## config.mk

```make
export PLATFORM = sky130hd
export DESIGN_NAME = instr_fetch
export DESIGN_NICKNAME = d
export VERILOG_FILES = /design/src/rtl/rv_core_pkg.sv /design/src/rtl/fetch_buf.sv /design/src/rtl/instr_fetch.sv
export SDC_FILE = /design/constraint.sdc
export NUM_CORES = 1
export LEC_CHECK = 0
export ABC_AREA = 1
export CAP_MARGIN = 20
export CORE_UTILIZATION = 46
export DETAILED_ROUTE_END_ITERATION = 6
export PLACE_DENSITY = 0.76
export RECOVER_POWER = 100
export SETUP_SLACK_MARGIN = 0.3
export SKIP_CTS_REPAIR_TIMING = 1
export SLEW_MARGIN = 20
export SYNTH_ARGS = -nofsm -noshare
export SYNTH_HDL_FRONTEND = slang
export SYNTH_HIERARCHICAL = 1
export SYNTH_SLANG_ARGS = --single-unit
```

## constraint.sdc

```tcl
create_clock -name clk -period 4.7 [get_ports clk]
set_input_delay 0.94 -clock clk [delete_from_list [all_inputs] [get_ports clk]]
set_output_delay 0.94 -clock clk [all_outputs]
set_load 0.05 [all_outputs]
```

## src/rtl/rv_core_pkg.sv

```systemverilog
// ---------------------------------------------------------------------------
// rv_core_pkg
// Shared types and constants for the RV32I core front end.
//   RESET_PC_DEFAULT : bootloader entry address used after reset
//   NOP_INSTR        : addi x0, x0, 0, presented to decode when nothing is held
//   fetch_entry_t    : one {pc, instr} pair as handed from fetch to decode
//   alignWord()      : clears the two byte-offset bits of an address
// ---------------------------------------------------------------------------
package rv_core_pkg;

   localparam logic [31:0] RESET_PC_DEFAULT = 32'h0000_0000;
   localparam logic [31:0] NOP_INSTR        = 32'h0000_0013;

   typedef struct packed {
      logic [31:0] pc;
      logic [31:0] instr;
   } fetch_entry_t;

   function automatic logic [31:0] alignWord(input logic [31:0] addr);
      return {addr[31:2], 2'b00};
   endfunction

endpackage

```

## src/rtl/fetch_buf.sv

```systemverilog
// ---------------------------------------------------------------------------
// fetch_buf
// Small synchronous FIFO of fetch_entry_t sitting between instruction memory
// and decode. Flush has priority over push and pop and empties the FIFO in
// one edge. The head entry is read combinationally from the read pointer.
// Ports:
//   clk, reset   : clock, asynchronous active-high reset
//   i_push       : write i_pushData at the edge (ignored when full)
//   i_pushData   : entry to write
//   i_pop        : drop the head entry at the edge (ignored when empty)
//   i_flush      : discard all entries, pointers back to 0
//   o_head       : current head entry (undefined contents when empty)
//   o_count      : number of entries held
// ---------------------------------------------------------------------------
module fetch_buf
   import rv_core_pkg::*;
#(
   parameter int DEPTH = 2,
   localparam int PW = $clog2(DEPTH),
   localparam int CW = PW + 1
) (
   input  logic          clk,
   input  logic          reset,
   input  logic          i_push,
   input  fetch_entry_t  i_pushData,
   input  logic          i_pop,
   input  logic          i_flush,
   output fetch_entry_t  o_head,
   output logic [CW-1:0] o_count
);

   localparam logic [CW-1:0] FULL_COUNT = CW'(DEPTH);

   logic [PW-1:0] r_rdPtr;
   logic [PW-1:0] r_wrPtr;
   logic [CW-1:0] r_count;
   fetch_entry_t  r_mem [DEPTH];

   logic w_doPush;
   logic w_doPop;

   // Qualify requests against occupancy so the pointers can never overrun;
   // a flush cancels both so the flush edge leaves a clean empty FIFO.
   always_comb begin
      w_doPush = i_push && !i_flush && (r_count != FULL_COUNT);
      w_doPop  = i_pop  && !i_flush && (r_count != '0);
   end

   // Pointer and occupancy bookkeeping. DEPTH is a power of two, so the
   // pointers wrap naturally at their width.
   always_ff @(posedge clk or posedge reset) begin
      if (reset) begin
         r_rdPtr <= '0;
         r_wrPtr <= '0;
         r_count <= '0;
      end else if (i_flush) begin
         r_rdPtr <= '0;
         r_wrPtr <= '0;
         r_count <= '0;
      end else begin
         if (w_doPush) begin
            r_wrPtr <= r_wrPtr + 1'b1;
         end
         if (w_doPop) begin
            r_rdPtr <= r_rdPtr + 1'b1;
         end
         if (w_doPush && !w_doPop) begin
            r_count <= r_count + 1'b1;
         end else if (!w_doPush && w_doPop) begin
            r_count <= r_count - 1'b1;
         end
      end
   end

   // Storage needs no reset: an entry is only ever read after it was written,
   // and the top masks the head whenever the count is zero.
   always_ff @(posedge clk) begin
      if (w_doPush) begin
         r_mem[r_wrPtr] <= i_pushData;
      end
   end

   // Expose the head entry and the occupancy.
   always_comb begin
      o_head  = r_mem[r_rdPtr];
      o_count = r_count;
   end

endmodule

```

## src/rtl/instr_fetch.sv

```systemverilog
// ---------------------------------------------------------------------------
// instr_fetch
// RV32I instruction fetch stage. Holds the PC, reads the combinational
// instruction memory, buffers {pc, instr} pairs in fetch_buf and presents the
// head to decode with a valid/ready handshake. Redirects from execute flush
// the buffer and reload the PC; halt stops new fetches while the buffer drains.
// Ports:
//   clk, reset      : clock, asynchronous active-high reset
//   MEM_addr        : word-aligned byte address to instruction memory (= pc)
//   rMEM_en         : read enable, high in every cycle a word is captured
//   MEM_dout        : instruction word for MEM_addr, same cycle
//   redirect_valid  : one-cycle redirect pulse from execute
//   redirect_pc     : redirect target (low bits dropped, flagged if nonzero)
//   halt            : level, suppresses fetching
//   if_valid        : head of buffer valid
//   if_ready        : decode takes the head this cycle
//   if_instr, if_pc : head entry, NOP / 0 when empty
//   fetch_err       : one-cycle pulse after a misaligned redirect
// ---------------------------------------------------------------------------
module instr_fetch
   import rv_core_pkg::*;
#(
   parameter logic [31:0] RESET_PC  = RESET_PC_DEFAULT,
   parameter int          BUF_DEPTH = 2
) (
   input  logic        clk,
   input  logic        reset,
   output logic [31:0] MEM_addr,
   output logic        rMEM_en,
   input  logic [31:0] MEM_dout,
   input  logic        redirect_valid,
   input  logic [31:0] redirect_pc,
   input  logic        halt,
   output logic        if_valid,
   input  logic        if_ready,
   output logic [31:0] if_instr,
   output logic [31:0] if_pc,
   output logic        fetch_err
);

   localparam int CW = $clog2(BUF_DEPTH) + 1;
   localparam logic [CW-1:0] FULL_COUNT = CW'(BUF_DEPTH);

   logic [31:0]   r_pc;
   logic          r_fetchErr;

   logic          w_fetch;
   logic          w_pop;
   logic          w_headValid;
   logic [CW-1:0] w_count;
   fetch_entry_t  w_pushData;
   fetch_entry_t  w_head;

   // Fetch gating uses only the registered occupancy, so decode's ready never
   // reaches the memory enable combinationally. A redirect steals the cycle,
   // and a pop in that cycle is dropped because the flush discards the entry.
   always_comb begin
      w_headValid      = (w_count != '0);
      w_fetch          = !reset && !redirect_valid && !halt && (w_count < FULL_COUNT);
      w_pop            = w_headValid && if_ready && !redirect_valid;
      w_pushData.pc    = r_pc;
      w_pushData.instr = MEM_dout;
   end

   fetch_buf #(
      .DEPTH (BUF_DEPTH)
   ) u_fetchBuf (
      .clk        (clk),
      .reset      (reset),
      .i_push     (w_fetch),
      .i_pushData (w_pushData),
      .i_pop      (w_pop),
      .i_flush    (redirect_valid),
      .o_head     (w_head),
      .o_count    (w_count)
   );

   // Program counter: redirect wins, otherwise advance by one word on each
   // captured fetch. The 32-bit add wraps past the top of the address space.
   always_ff @(posedge clk or posedge reset) begin
      if (reset) begin
         r_pc <= RESET_PC;
      end else if (redirect_valid) begin
         r_pc <= alignWord(redirect_pc);
      end else if (w_fetch) begin
         r_pc <= r_pc + 32'd4;
      end
   end

   // A misaligned target is still followed (rounded down) but flagged for one
   // cycle so the trap logic downstream can react.
   always_ff @(posedge clk or posedge reset) begin
      if (reset) begin
         r_fetchErr <= 1'b0;
      end else begin
         r_fetchErr <= redirect_valid && (redirect_pc[1:0] != 2'b00);
      end
   end

   // Memory port and decode-side outputs; an empty buffer shows a NOP at pc 0.
   always_comb begin
      MEM_addr  = r_pc;
      rMEM_en   = w_fetch;
      if_valid  = w_headValid;
      if_instr  = w_headValid ? w_head.instr : NOP_INSTR;
      if_pc     = w_headValid ? w_head.pc    : 32'h0000_0000;
      fetch_err = r_fetchErr;
   end

endmodule

```

After elaboration in Yosys (flattened, before gate mapping):

Memory sizes are Yosys's and may differ from the RTL's.
Cells that the tools add are included.

* flip-flop bits (word level): 37
* bits in writable memories: 128
* input bits: 69
* output and inout port bits: 99
* memories kept: 1

Memories
* u_fetchBuf.r_mem: words 2, width 64, read ports 1, clocked after memory_dff 0, write ports 1, RTL line fetch_buf.sv:37 `fetch_entry_t r_mem [DEPTH];`

* add/subtract/negate cells: 5
* $lt $le $gt $ge: 1
* equality and inequality tests: 1
* mux-type cells: 13
* reduce and logical (&&, ||, !) cells: 23

Operators with widths (count)
* 32-bit two-way mux: 4
* 32-bit by 3-bit adder with 32-bit output, second input constant: 1
* 1-bit logical AND: 12
* 2-bit nonzero test: 5
* 1-bit two-way mux: 6
* 2-bit two-way mux: 3
* 1-bit zero test: 5
* 3-bit nonzero test: 1
* 1-bit adder, second input constant: 2
* 2-bit by 1-bit adder with 2-bit output, second input constant: 1
* 2-bit less-than comparator, second input constant: 1
* 2-bit != test, second input constant: 1
* 2-bit by 1-bit subtractor with 2-bit output, second input constant: 1

Depth between registers and ports, before layout:

Gate-level depths: netlist of run 1.

* depth after elaboration: 11
* depth in mapped cells: 13
* depth with buffers taken out: 11

By module:

The synthesis of run 1 kept the hierarchy.

By module, submodules not included
* fetch_buf: instances 1, cells an instance 239, area each 4878.4 um^2, sequential area each 3943.8 um^2
* instr_fetch: instances 1, cells an instance 483, area each 2832.7 um^2, sequential area each 775.7 um^2

Least setup slack after synthesis of run 1:

Ideal clock, no wire load.

* path type: input to register
* start: in reset
* end: mem u_fetchBuf/r_mem[0][0] (netlist name) (enable)
* arrival: 5284 ps
* path slack: -1071 ps
* cell stages on the path: 9
* cells stage by stage: inv_1 -> nand3_4 -> inv_1 -> buf_4 -> buf_6 -> inv_1 -> nor2_1 -> o21ai_2 -> nor2_1

* word-level cells in the longest chain between the ends: 8

Ends and longest elaborated chain
* start: declaration: RTL line instr_fetch.sv:27 `input logic reset,`
* 1-bit zero test (no source line)
* 1-bit logical AND (3 in series): RTL line instr_fetch.sv:59 `w_fetch = !reset && !redirect_valid && !halt && (w_count < FULL_COUNT);`
* named net rMEM_en: RTL line instr_fetch.sv:29 `output logic rMEM_en,`
* 1-bit logical AND (2 in series): RTL line fetch_buf.sv:45 `w_doPush = i_push && !i_flush && (r_count != FULL_COUNT);`
* 1-bit two-way mux: RTL line fetch_buf.sv:78 `if (w_doPush) begin`
* 1-bit two-way mux (implied by the code): RTL line fetch_buf.sv:79 `r_mem[r_wrPtr] <= i_pushData;`
* end: declaration: RTL line fetch_buf.sv:37

The timed path passes the listed nets, and every way through them passes these cells.

Final worst setup path of run 1:

* start: in redirect_valid
* end: out rMEM_en

* word-level cells in the longest chain between the ends: 4

Ends and longest elaborated chain
* start: declaration: RTL line instr_fetch.sv:31 `input logic redirect_valid,`
* 1-bit zero test: RTL line instr_fetch.sv:59
* 1-bit logical AND (3 in series): RTL line instr_fetch.sv:59
* end: declaration: RTL line instr_fetch.sv:29

No other way between the ends.

==> results of run 1 <==
[critical path: stages]
cell and delay [ps]:
dlygate4sd3_1 570, clkinvlp_2 610, nand3_4 400, inv_1 80
buf_4 220, clkbuf_1 320
[power groups by stage]
stage,logic (mW),clock network [mW],registers [mW]
6_report,1.26,1.44,1.75
5_1_grt,1.34,1.53,1.76
4_1_cts,1.33,1.46,1.75
3_5_place_dp,1.33,0,1.78
3_3_place_gp,1.32,0,1.78
2_1_floorplan,0.777,0,1.84
[path summary, 6_finish.rpt]
check,to,slack [ps],cells after the start,from
hold / removal,u_fetchBuf/r_wrPtr,530,1,u_fetchBuf/r_wrPtr
max in group asynchronous,MEM_addr[15],1900,3,reset
setup / recovery,rMEM_en,610,6,redirect_valid
hold reg to reg,u_fetchBuf/r_wrPtr,530,1,u_fetchBuf/r_wrPtr
setup reg to reg,u_fetchBuf/r_mem[1][52],1750,8,u_fetchBuf/o_count[1]
min in group asynchronous,u_fetchBuf/r_wrPtr,870,2,reset
[cells in the final DEF (no fill, tap or decap), types with 4 or more instances in the layout]
cell               n
o21bai_1           8
a21oi_1            5
nand3_1           39
nor2_2             9
edfxtp_1         128
clkdlybuf4s50_1   46
conb_1             6
o211ai_1           7
clkbuf_16         17
buf_12             5
nand2_1          137
nand2_2           10
mux2_2            64
o21ai_0           13
dlygate4sd3_1    118
nor2_1           110
inv_6              5
nor2_4             5
buf_4              4
dfrtp_1           34
xor2_1             9
inv_1             95
[state kept, by name, summed over array words and instances, names as in the netlist]
register / count
MEM_addr: 30
fetch_err: 1
u_fetchBuf/r_wrPtr: 1
u_fetchBuf/o_count: 2
u_fetchBuf/r_rdPtr: 1
u_fetchBuf/r_mem: 128
[layer usage]
layer	vias up	GRT usage	wire [µm]
met5	-	0	0
met4	0	0.0646	193
met3	15	0.0405	900
met2	186	0.331	8080
met1	2545	0.301	8150
li1	2711	-	-
[stage by stage]
stage                     utilization  hold WS (ps)  power (mW)  instances  area [µm²]
final                           0.636           534        4.44       1126       10200
after CTS                       0.639           574        4.54       1126       10300
after floorplan                     -           501        2.62        727        7730
after global placement          0.601           556        3.10       1094        9680
after detailed placement        0.601           561        3.11       1094        9680
after global routing            0.636           582        4.63       1126       10200
[cells by family (layout without fill, tap and decap cells)]
logic type	after synthesis	after routing
AND/OR/NAND/NOR	324	324
XOR/XNOR	9	9
flip-flops	163	163
buffers and inverters	123	306
AO/OA/AOI/OAI	37	37
adder cells (fa/ha/maj)	1	1
other	1	6
multiplexers	64	64
[cell type report]
| cell class | instances | area [µm²] |
|---|---|---|
| fillers | 1313 | 5870 |
| flip-flops and latches | 163 | 4720 |
| multi-input cells | 441 | 2480 |
| repair buffers | 175 | 1780 |
| clock buffers | 18 | 429 |
| inverters | 99 | 373 |
| well taps | 216 | 270 |
| clock inverters | 14 | 189 |
==> results.yml, run 1 <==
synthesis:
  synth_edf_count: 128
  synth_simple_gate_area_frac: 0.184
  synthMuxAreaShare: 0.0935
  ys.flop_type: "edfxtp_1"
  synth_top_family_by_area: "simple AND/OR/NAND/NOR gates"
  post-synth-top-count-cell: "nand2_1"
  syn_area_um2: 7710
  synth_adder_area_share: 0.00162
  avgSynthCellArea_um2: 10.7
  synth.top_cell.area_share: 0.498
  yosysWarnings: 6
  synthCells: 722
  ys_seq_area_frac: 0.612
  synth-compound-area-share: 0.0305
  synthXorXnorAreaFrac: 0.0102
  synthArstFlopShare: 0.215
  synth_top_area_cell: "edfxtp_1"
  synth_top_cells_by_count: "135 x nand2_1, 128 x edfxtp_1, 113 x nor2_1"
  synth.distinct_cells: 35
  synth_seq_cells: 163
  synth_area_leaders: "edfxtp_1 50%, dfrtp_1 11%, mux2_2 9.3%, nand2_1 6.6%, nor2_1 5.5%"
die:
  pin_count: 168
  die_w_um: 131
  die_y_um: 131
  num_rows: 46
  start_util: 0.478
  core_area_um2: 16100
  die-area_um2: 17300
run:
  cap_violations: 1
worst_setup_path:
  worstPathArrival_ps: 3150
  crit_path_max_fanout: 21
  cp-start-kind: "input pin"
  required_ps: 3760
  critPathKind: "in -> out"
  crit_path_end_kind: "output port"
cts:
  cts_tree: "built"
  clk_path_buf_depth: 2
  clockRootBuffer: "clkbuf_16"
  clk_pin_slew_worst_paths_ps: 60
  cts_inserted_buffers: 17
  clk_latency_ps: 420
  htree_levels: 4
  clock-sinks: 163
detailed_routing:
  dr.first_iter.drc_count: 366
  wl_per_cell_um: 15.4
  antenna_left: 0
  dr.pass1.iters: 5
  vias_per_cell: 4.85
  wl_um: 17300
  vias: 5457
  drc_errors: 0
outcome:
  outcome: "finished with violations"
  violations: "max-capacitance violations, max-slew violations"
timing:
  fin_crit_sh: 0.870
  fin_ws_ps: 611
  setup_viol: 0
  final-max-slew-violation-count: 32
  slew_headroom: -0.231
  fmax_mhz: 245
  hold_viol: 0
  rsz0062_at_grt: "false"
  setup-tns-final_ps: 0
  worst_pin_slew_ps: 1850
  finalCriticalPeriod_ps: 4090
  finalClockSkew_ps: 8.97
power_and_ir_drop:
  seq_power_share: 0.393
  power_frac_clock: 0.324
  combinationalPowerShare: 0.283
  switching_power_mw: 1.56
  ir_drop_mv: 0.242
  p_sw_frac: 0.352
  p_leak_nw: 4.18
  p_int_mw: 2.88
  powerDensity_nw_per_um2: 434
worst_hold_path:
  hold_path.class: "reg -> reg"
place:
  dp_hpwl_um: 11900
  pre_cts_ws_ps: 1250
  routabilityCongestion: 0.823
  place.port_buffers: 165
layout:
  drive_gt1_frac: 0.154
  num_antenna_cells: 0
  nNetsFinal: 967
  syn_to_final_growth_pct: 32.9
grt:
  grt_pass1_wl_um: 28200
  grt_usage: 0.213
  grt_pass1_vias: 5268
  antenna_found_initial: 0
  overflow: 0
  grt_max_degree: 61
No activity file was read; power rests on OpenSTA's default activity.
==> run 2, diff against run 1 <==
RECOVER_POWER = unset   (was 100)
==> results.yml, run 2 (same netlist as run 1, synthesis figures left out) <==
power_and_ir_drop:
  power_mw: 4.51
  powerDensity_nw_per_um2: 438
  ir_drop_mv: 0.245
  p_leak_nw: 4.07
die:
  pin_count: 168
  core_area_um2: 16100
  num_rows: 46
  die_w_um: 131
  die-area_um2: 17300
  start_util: 0.478
  die_y_um: 131
worst_setup_path:
  critPathKind: "reg -> out"
  cp-start-kind: "flip-flop"
  crit_path_end_kind: "output port"
  crit_path_max_fanout: 60
  required_ps: 3760
  worstPathArrival_ps: 2840
cts:
  clk_latency_ps: 430
  htree_levels: 4
  clk_pin_slew_worst_paths_ps: 60
  cts_tree: "built"
  clk_path_buf_depth: 2
  clockRootBuffer: "clkbuf_16"
  clock-sinks: 163
  cts_inserted_buffers: 17
grt:
  antenna_found_initial: 0
  grt_pass1_vias: 5268
  grt_usage: 0.213
  grt_pass1_wl_um: 28200
  grt_max_degree: 61
  overflow: 0
timing:
  slew_headroom: 0.447
  finalClockSkew_ps: 10.2
  final-max-slew-violation-count: 0
  hold_viol: 0
  fmax_mhz: 264
  finalCriticalPeriod_ps: 3780
  worst_pin_slew_ps: 829
  hold_ws_ps: 571
  setup_viol: 0
  rsz0062_at_grt: "false"
  fin_ws_ps: 917
  fin_crit_sh: 0.805
place:
  place.port_buffers: 165
  place_area_um2: 9680
  routabilityCongestion: 0.823
  dp_hpwl_um: 11900
  pre_cts_ws_ps: 1250
layout:
  layout_common_cells: "164 x clkdlybuf4s50_1, 135 x nand2_1, 128 x edfxtp_1, 110 x nor2_1, 94 x inv_1"
  syn_to_final_growth_pct: 33.6
  stdcell_area_um2: 10300
  nNetsFinal: 967
  drive_gt1_frac: 0.160
  top_register: "u_fetchBuf/r_mem"
  num_antenna_cells: 0
  final_core_util: 0.639
  largest_reg_flops: 128
  final_common_cell: "clkdlybuf4s50_1"
detailed_routing:
  wl_um: 17400
  vias: 5506
  vias_per_cell: 4.89
  dr.first_iter.drc_count: 383
  drc_errors: 0
  dr.pass1.iters: 5
  antenna_left: 0
  wl_per_cell_um: 15.4
worst_hold_path:
  hold_path.class: "reg -> reg"
run:
  cap_violations: 0
outcome:
  outcome: "complete, no violations"
==> run 2: power by group <==
group	internal [mW]	switching, mW	total (mW)
Sequential	1.63	0.121	1.75
Combinational	0.453	0.869	1.32
Clock	0.853	0.588	1.44
==> run 2: routing by layer <==
layer | part of all wire | track usage
met1 | 0.47 | 0.301
met3 | 0.056 | 0.0405
met2 | 0.47 | 0.331
met4 | 0.012 | 0.0646
met5 | 0 | 0
==> run 2: final cells by class <==
| type | instances | area [µm²] |
|---|---|---|
| clock buffers | 18 | 429 |
| clock inverters | 14 | 189 |
| fillers | 1305 | 5810 |
| inverters | 99 | 377 |
| multi-input cells | 441 | 2510 |
| flip-flops and latches | 163 | 4720 |
| well taps | 216 | 270 |
| repair buffers | 175 | 1800 |
==> run 2: path summary, 6_finish.rpt <==
path	startpoint	end	slack [ps]	cells past startpoint
max	u_fetchBuf/r_rdPtr	if_instr[25]	920	5
min	u_fetchBuf/r_wrPtr	u_fetchBuf/r_wrPtr	570	1
max reg2reg	u_fetchBuf/o_count[1]	u_fetchBuf/r_mem[1][52]	2210	8
min reg2reg	u_fetchBuf/r_wrPtr	u_fetchBuf/r_wrPtr	570	1
max in group asynchronous	reset	MEM_addr[6]	3340	3
min in group asynchronous	reset	u_fetchBuf/r_wrPtr	740	2
==> run 2: worst max-delay path, cell delays in order, from the launching register on <==
cell and delay (ps):
dfrtp_4 970, buf_4 290, mux2_2 340, inv_1 50, nor2_1 40, clkdlybuf4s50_1 700
==> run 2: stage by stage <==
| stage | instances | TNS [ps] |
|---|---|---|
| 3_3_place_gp | 1094 | 0 |
| 3_5_place_dp | 1094 | 0 |
| 4_1_cts | 1126 | 0 |
| 5_1_grt | 1126 | 0 |
| 6_report | 1126 | 0 |
| 2_1_floorplan | 727 | -240 |
==> run 3, diff against run 2 <==
clock period = 3.03 ns   (was 4.7 ns; I/O delays follow)
==> results.yml, run 3 (same netlist as run 1, synthesis figures left out) <==
cts:
  clockRootBuffer: "clkbuf_16"
  cts_inserted_buffers: 17
  clock-sinks: 163
  clk_path_buf_depth: 2
  cts_tree: "built"
  clk_latency_ps: 420
  htree_levels: 4
  clk_pin_slew_worst_paths_ps: 60
die:
  die_y_um: 131
  die_w_um: 131
  core_area_um2: 16100
  die-area_um2: 17300
  start_util: 0.478
  pin_count: 168
  num_rows: 46
run:
  cap_violations: 0
grt:
  grt_max_degree: 42
  overflow: 0
  grt_pass1_wl_um: 27800
  grt_pass1_vias: 5471
  grt_usage: 0.208
  antenna_found_initial: 0
outcome:
  outcome: "complete, no violations"
detailed_routing:
  antenna_left: 0
  dr.pass1.iters: 5
  vias_per_cell: 4.92
  dr.first_iter.drc_count: 375
  vias: 5555
  wl_um: 17500
  drc_errors: 0
  wl_per_cell_um: 15.5
layout:
  syn_to_final_growth_pct: 33.7
  layout.cells.non_filler: 1130
  stdcell_area_um2: 10300
  num_antenna_cells: 0
  final_common_cell: "nand2_1"
  layout_common_cells: "135 x nand2_1, 128 x edfxtp_1, 109 x nor2_1, 99 x clkdlybuf4s50_1, 91 x inv_1"
  fillers: 1268
  top_register: "u_fetchBuf/r_mem"
  largest_reg_flops: 128
  nNetsFinal: 971
  drive_gt1_frac: 0.189
  final_core_util: 0.640
timing:
  final-max-slew-violation-count: 0
  setup_viol: 0
  setup-tns-final_ps: 0
  slew_headroom: 0.635
  fmax_mhz: 379
  finalCriticalPeriod_ps: 2640
  finalClockSkew_ps: 12.5
  fin_crit_sh: 0.870
  hold_viol: 0
  worst_pin_slew_ps: 545
  rsz0062_at_grt: "false"
  hold_ws_ps: 469
worst_setup_path:
  cp-start-kind: "input pin"
  worstPathArrival_ps: 2030
  critPathKind: "in -> out"
  crit_path_end_kind: "output port"
  crit_path_max_fanout: 21
  required_ps: 2420
  rrSetupSlack_ps: 860
  r2r.worst_path.cells: 8
power_and_ir_drop:
  p_sw_frac: 0.351
  seq_power_share: 0.399
  combinationalPowerShare: 0.304
  powerDensity_nw_per_um2: 653
  ir_drop_mv: 0.421
  p_leak_nw: 4.65
  power_frac_clock: 0.297
  switching_power_mw: 2.36
  p_int_mw: 4.37
place:
  dp_cells: 1098
  place.port_buffers: 165
  dp_hpwl_um: 12000
  routabilityCongestion: 0.859
  place_area_um2: 9660
worst_hold_path:
  hold_path.class: "in -> async"
[run 3: changes by cell type in the layout (fill, tap and decap cells not counted), sizes merged]
| cell | change |
|---|---|
| clkdlybuf4s50 | -65 |
| buf | +28 |
| clkinv | +5 |
| clkbuf | +4 |
| inv | -7 |
| dlymetal6s2s | +41 |
| bufinv | -2 |
[run 3: worst max-delay path, stage by stage]
cell             delay, ps
clkdlybuf4s50_1        400
nor2_1                 200
nand3_4                220
inv_2                  140
buf_4                  280
buf_12                 180
[run 3: power by group through the flow]
stage / Sequential, mW / Combinational (mW) / Clock, mW
final: 2.69 / 2.05 / 2.00
after floorplan: 2.86 / 1.21 / 0
after CTS: 2.69 / 2.07 / 2.02
after global routing: 2.70 / 2.17 / 2.13
after detailed placement: 2.73 / 2.07 / 0
after global placement: 2.72 / 2.05 / 0
[run 3: final timing paths]
check | to | startpoint
max | rMEM_en | halt
max reg2reg | u_fetchBuf/r_mem[0][35] | u_fetchBuf/o_count[1]
min | u_fetchBuf/r_wrPtr | reset
min in group clk | u_fetchBuf/r_wrPtr | u_fetchBuf/r_wrPtr
min reg2reg | u_fetchBuf/r_wrPtr | u_fetchBuf/r_wrPtr
max in group asynchronous | MEM_addr[9] | reset
[run 3: metrics by stage]
step / power [mW] / setup WS, ps
after floorplan: 4.07 / -167
after global placement: 4.78 / 403
after detailed placement: 4.80 / 314
after CTS: 6.78 / 16.6
after global routing: 6.99 / 312
final: 6.73 / 395
[run 3: layout make-up]
class / count / area [µm²] / share of cell area
multi-input combinational: 441 / 2530 / 0.245
clock inverter: 10 / 85.1 / 0.00825
inverter: 99 / 383 / 0.0371
tap: 216 / 270 / 0.0262
sequential: 163 / 4720 / 0.458
clock buffer: 22 / 464 / 0.0450
timing repair buffer: 179 / 1860 / 0.180
[run 3: metal layers]
| layer | track usage | part of all wire | vias up |
|---|---|---|---|
| met5 | 0 | 0 | - |
| met4 | 0.0601 | 0.012 | 0 |
| met3 | 0.0463 | 0.058 | 19 |
| met2 | 0.341 | 0.48 | 188 |
| met1 | 0.278 | 0.45 | 2629 |
| li1 | - | - | 2719 |
